<file path="src/rtl/id_ex_stage_reg.sv">
// ID/EX pipeline register with load-use hazard detection, bubble injection and a
// saturating count of load-use bubbles.
module id_ex_stage_reg #(
    parameter int XLEN   = 32,
    parameter int CTRL_W = 12,
    parameter int CNT_W  = 16
) (
    input  logic              clk,
    input  logic              rst_n,
    input  logic              id_valid,
    input  logic [XLEN-1:0]   id_pc,
    input  logic [XLEN-1:0]   id_rs1_data,
    input  logic [XLEN-1:0]   id_rs2_data,
    input  logic [XLEN-1:0]   id_imm,
    input  logic [4:0]        id_rs1,
    input  logic [4:0]        id_rs2,
    input  logic              id_uses_rs1,
    input  logic              id_uses_rs2,
    input  logic [4:0]        id_rd,
    input  logic              id_mem_read,
    input  logic              id_reg_write,
    input  logic [CTRL_W-1:0] id_ctrl,
    input  logic              ex_stall,
    input  logic              flush,
    output logic              ex_valid,
    output logic [XLEN-1:0]   ex_pc,
    output logic [XLEN-1:0]   ex_rs1_data,
    output logic [XLEN-1:0]   ex_rs2_data,
    output logic [XLEN-1:0]   ex_imm,
    output logic [4:0]        ex_rs1,
    output logic [4:0]        ex_rs2,
    output logic [4:0]        ex_rd,
    output logic              ex_mem_read,
    output logic              ex_reg_write,
    output logic [CTRL_W-1:0] ex_ctrl,
    output logic              id_stall,
    output logic [CNT_W-1:0]  bubble_cnt
);

    logic w_load_use;
    logic w_cnt_sat;

    // A load in EX whose destination is read by the instruction in ID cannot forward yet.
    assign w_load_use = ex_valid & ex_mem_read & (ex_rd != 5'd0) & id_valid &
                        ((id_uses_rs1 & (ex_rd == id_rs1)) |
                         (id_uses_rs2 & (ex_rd == id_rs2)));

    assign id_stall  = ~flush & (ex_stall | w_load_use);
    assign w_cnt_sat = &bubble_cnt;

    // Reset, flush and load-use all leave an all-zero bubble; a stall holds everything.
    always_ff @(posedge clk) begin
        if (!rst_n || flush || (!ex_stall && w_load_use)) begin
            ex_valid     <= 1'b0;
            ex_pc        <= '0;
            ex_rs1_data  <= '0;
            ex_rs2_data  <= '0;
            ex_imm       <= '0;
            ex_rs1       <= '0;
            ex_rs2       <= '0;
            ex_rd        <= '0;
            ex_mem_read  <= 1'b0;
            ex_reg_write <= 1'b0;
            ex_ctrl      <= '0;
        end else if (!ex_stall) begin
            ex_valid     <= id_valid;
            ex_pc        <= id_pc;
            ex_rs1_data  <= id_rs1_data;
            ex_rs2_data  <= id_rs2_data;
            ex_imm       <= id_imm;
            ex_rs1       <= id_rs1;
            ex_rs2       <= id_rs2;
            ex_rd        <= id_rd;
            ex_mem_read  <= id_valid & id_mem_read;
            ex_reg_write <= id_valid & id_reg_write;
            ex_ctrl      <= id_valid ? id_ctrl : '0;
        end
    end

    // Only genuine load-use bubbles are counted; flushes are not.
    always_ff @(posedge clk) begin
        if (!rst_n) begin
            bubble_cnt <= '0;
        end else if (!flush && !ex_stall && w_load_use && !w_cnt_sat) begin
            bubble_cnt <= bubble_cnt + 1'b1;
        end
    end

endmodule

</file>
<file path="config.mk">
export PLATFORM = sky130hd
export DESIGN_NAME = id_ex_stage_reg
export DESIGN_NICKNAME = d
export VERILOG_FILES = /design/src/rtl/id_ex_stage_reg.sv
export SDC_FILE = /design/constraint.sdc
export NUM_CORES = 1
export LEC_CHECK = 0
export BUFFER_PORTS_ARGS = -buffer_cell sky130_fd_sc_hd__buf_2
export CAP_MARGIN = 20
export CORE_MARGIN = 2
export CORE_UTILIZATION = 40
export CTS_BUF_LIST = sky130_fd_sc_hd__clkbuf_16
export DETAILED_ROUTE_END_ITERATION = 8
export GPL_TIMING_DRIVEN = 0
export PLACE_DENSITY = 0.72
export SYNTH_ARGS = -nofsm -noshare
export SYNTH_HDL_FRONTEND = slang
export SYNTH_SLANG_ARGS = --single-unit
</file>
<file path="constraint.sdc">
create_clock -name clk -period 3.2 [get_ports clk]
set_input_delay 0.8 -clock clk [delete_from_list [all_inputs] [get_ports clk]]
set_output_delay 0.8 -clock clk [all_outputs]
set_load 0.05 [all_outputs]
</file>
==> impl_metrics.tcl <==
set metrics [dict create \
    rsz0062_at_grt "no" \
    grt_pass1_vias 5588 \
    cts.htree.levels 4 \
    seq_area_frac_synth_pct 53.2 \
    power.total_mw 5.01 \
    dieHeight_um 132 \
    power_density_nw_per_um2 550 \
    coreArea_um2 15900 \
    p_leak_nw 4.65 \
    place_inst 1201 \
    pre_cts_slack_ns -0.486 \
    fin_crit_sh_pct 96.7 \
    wire_per_inst_um 15.5 \
    yosysTopAreaCell "dfxtp_1" \
    highest_layer "met4" \
    portBuffers 337 \
    cts_made_buffers 17 \
    ir_drop_v 0.000341 \
    gr-total-overflow 0 \
    arrival_ns 2.29 \
    cts.sink_count 174 \
    grt_usage_pct 21.5 \
    dr_wl_met2_um 9310 \
    max_slew_margin_pct 45.5 \
    final-setup-viol-count 0 \
    clock-root-buffer "clkbuf_16" \
    hold_path_class "reg2reg" \
    syn_to_final_growth_pct 39.3 \
    drive_gt1_share_pct 38.4 \
    initialDrtViolationCount 243 \
    postCtsHoldBufs 0 \
    ys_types 36 \
    multiInputGateArea_um2 2880 \
    start_util_pct 41.0 \
    final_nets 1169 \
    die-area_um2 17400 \
    clk_pin_slew_ns 0.06 \
    hold_viol_final 0 \
    drc_errors 0 \
    cts_tree "yes" \
    io_pins 339 \
    syn-num-nets 813 \
    syn_inst 648 \
    tightest_slew_ns 0.818 \
    worst_clock_skew_ns 0.00945 \
    viasPerCell 4.75 \
    gp_congestion 0.873 \
    status "finished, final reports clean" \
    rows 46 \
    fp.dieW_um 132 \
    ant_nets 0 \
    grt_pass1_wl_um 29600 \
    syn_area_um2 6540 \
    crit_path_start_kind "input port" \
    cp_max_fo 10 \
    synth_top_area_share_pct 53.2 \
    route.met3.wl_um 1260 \
    clock_latency_ns 0.42 \
    wl_um 19100 \
    fmax_mhz 323 \
    grt_max_degree 20 \
    slew_viol_final 0 \
    wl_met1_um 7920 \
    synth_area_per_cell_um2 10.1 \
    seqCellArea_um2 3480 \
    final_cells 1234 \
    synth_seq_cells 174 \
    required_ns 2.40 \
    fillers 1446 \
    period_minus_slack_ns 3.09 \
    whs_ns 0.485 \
    setup_slack_ns 0.107 \
    vias 5859 \
    synth_area_leaders "dfxtp_1 (53%), mux2i_1 (23%), nor2_1 (9.6%), a22oi_1 (1.6%), clkbuf_1 (1.4%)" \
    end_kind "output pin" \
    drt_first_pass_iters 4 \
    antenna_found_initial 1 \
    crit_type "in2out" \
    fin_util_pct 57.2 \
    maxCapViolations 0 \
    place.detailed.hpwl_um 14800 \
    yosys_warnings 0 \
    clk_path_buf_depth 2 \
]
## stage by stage
step                      cell area, µm²  TNS [ns]
after global placement              8500    -0.448
after detailed placement            8500    -0.486
after CTS                           9110         0
after floorplan                     6540         0
after global routing                9110         0
final                               9110         0
## synthesized netlist by cell type
cell type    n
and2_1       1
nand2_1     17
clkbuf_1    25
nor3_1       4
o311ai_0     2
o41ai_1      3
o311ai_4     1
or4b_2       1
or3b_2       1
nand4_1      9
o21ai_0      2
a31oi_1      1
nor4_1       6
ha_1         1
or4_1        3
a21oi_1      7
nand2b_1     9
or3_1        2
and4_1       2
and3_1       2
buf_2       14
inv_1        5
nor2b_1      1
a22oi_1     14
nand3_1      5
o31ai_1      3
xnor2_1      2
o21a_1       1
or2_2        1
mux2i_1    151
a32oi_1      1
buf_4        1
xor2_1       8
buf_1        1
nor2_1     167
dfxtp_1    174
## sequential cells by signal (all words and copies together) (netlist names), 5 cells and up
signal       flops
ex_ctrl         12
ex_pc           32
ex_imm          32
ex_rd            5
bubble_cnt      16
ex_rs2_data     32
ex_rs1           5
ex_rs1_data     32
ex_rs2           5
## report_power, final
| group | total (mW) | switching [mW] | leakage, nW | internal, mW |
|---|---|---|---|---|
| Sequential | 2.26 | 0.0329 | 1.42 | 2.23 |
| Clock | 2.08 | 0.915 | 0.291 | 1.16 |
| Combinational | 0.671 | 0.441 | 2.94 | 0.230 |
| Total | 5.01 | 1.39 | 4.65 | 3.62 |
## worst paths after layout
path / from / endpoint / slack, ns / cells after the start
max: id_rs1[4] / id_stall / 0.11 / 8
min: ex_imm[11] / ex_imm[11] / 0.49 / 2
max reg2reg: ex_rd[0] / ex_pc[30] / 0.67 / 7
min reg2reg: ex_imm[11] / ex_imm[11] / 0.49 / 2
## worst max-delay path, stage by stage
cell and delay (ns):
buf_2 0.12, xor2_1 0.16, nor4_1 0.34, a32oi_2 0.18, clkbuf_2 0.22, nor2_1 0.14, o21a_1 0.11, clkbuf_4 0.22
## final cells by class
type	instances	share of cell area, %
Multi-Input combinational cell	428	31.6
Buffer	40	1.99
Clock buffer	17	4.67
Tap cell	216	2.96
Clock inverter	15	1.73
Timing Repair Buffer	338	18.6
Sequential cell	174	38.2
Inverter	5	0.206
Antenna cell	1	0.0275
## placed cells by master (no fill, tap or decap), drive strengths merged, types with 2 or more instances in the layout
cell type  netlist  layout
a21oi            7       7
a22oi           14      14
and3             2       2
and4             2       2
buf             16     352
bufinv           0       2
clkbuf          25      42
clkinv           0       6
dfxtp          174     174
inv              5      12
mux2i          151     151
nand2           17      17
nand2b           9       9
nand3            5       5
nand4            9       9
nor2           167     167
nor3             4       4
nor4             6       6
o21ai            2       2
o311ai           3       3
o31ai            3       3
o41ai            3       3
or3              2       2
or4              3       3
xnor2            2       2
xor2             8       8
## logic make-up (layout without fill, tap and decap cells)
family          Yosys count  after routing  synth area share [%]
other cells               0              1                     0
compound gates           35             35                  4.05
flops                   174            174                  53.2
fa+ha+maj                 1              1                 0.191
buf+inv                  46            415                  2.96
mux                     151            151                  23.1
xor+xnor                 10             10                  1.34
simple gates            231            231                  15.1
## routing by layer
layer	up-vias	track usage [%]
li1	2930	-
met1	2655	25.5
met2	236	36.2
met3	38	6.34
met4	0	9.48
met5	-	0
## timing repair
item	4_1_cts	5_1_grt
resized for setup	6	1
hold endpoints to repair	0	0
buffers inserted	1	0
pin swaps	1	0
setup endpoints to repair	1	1
Note: power is estimated with default switching activity, not from simulation.
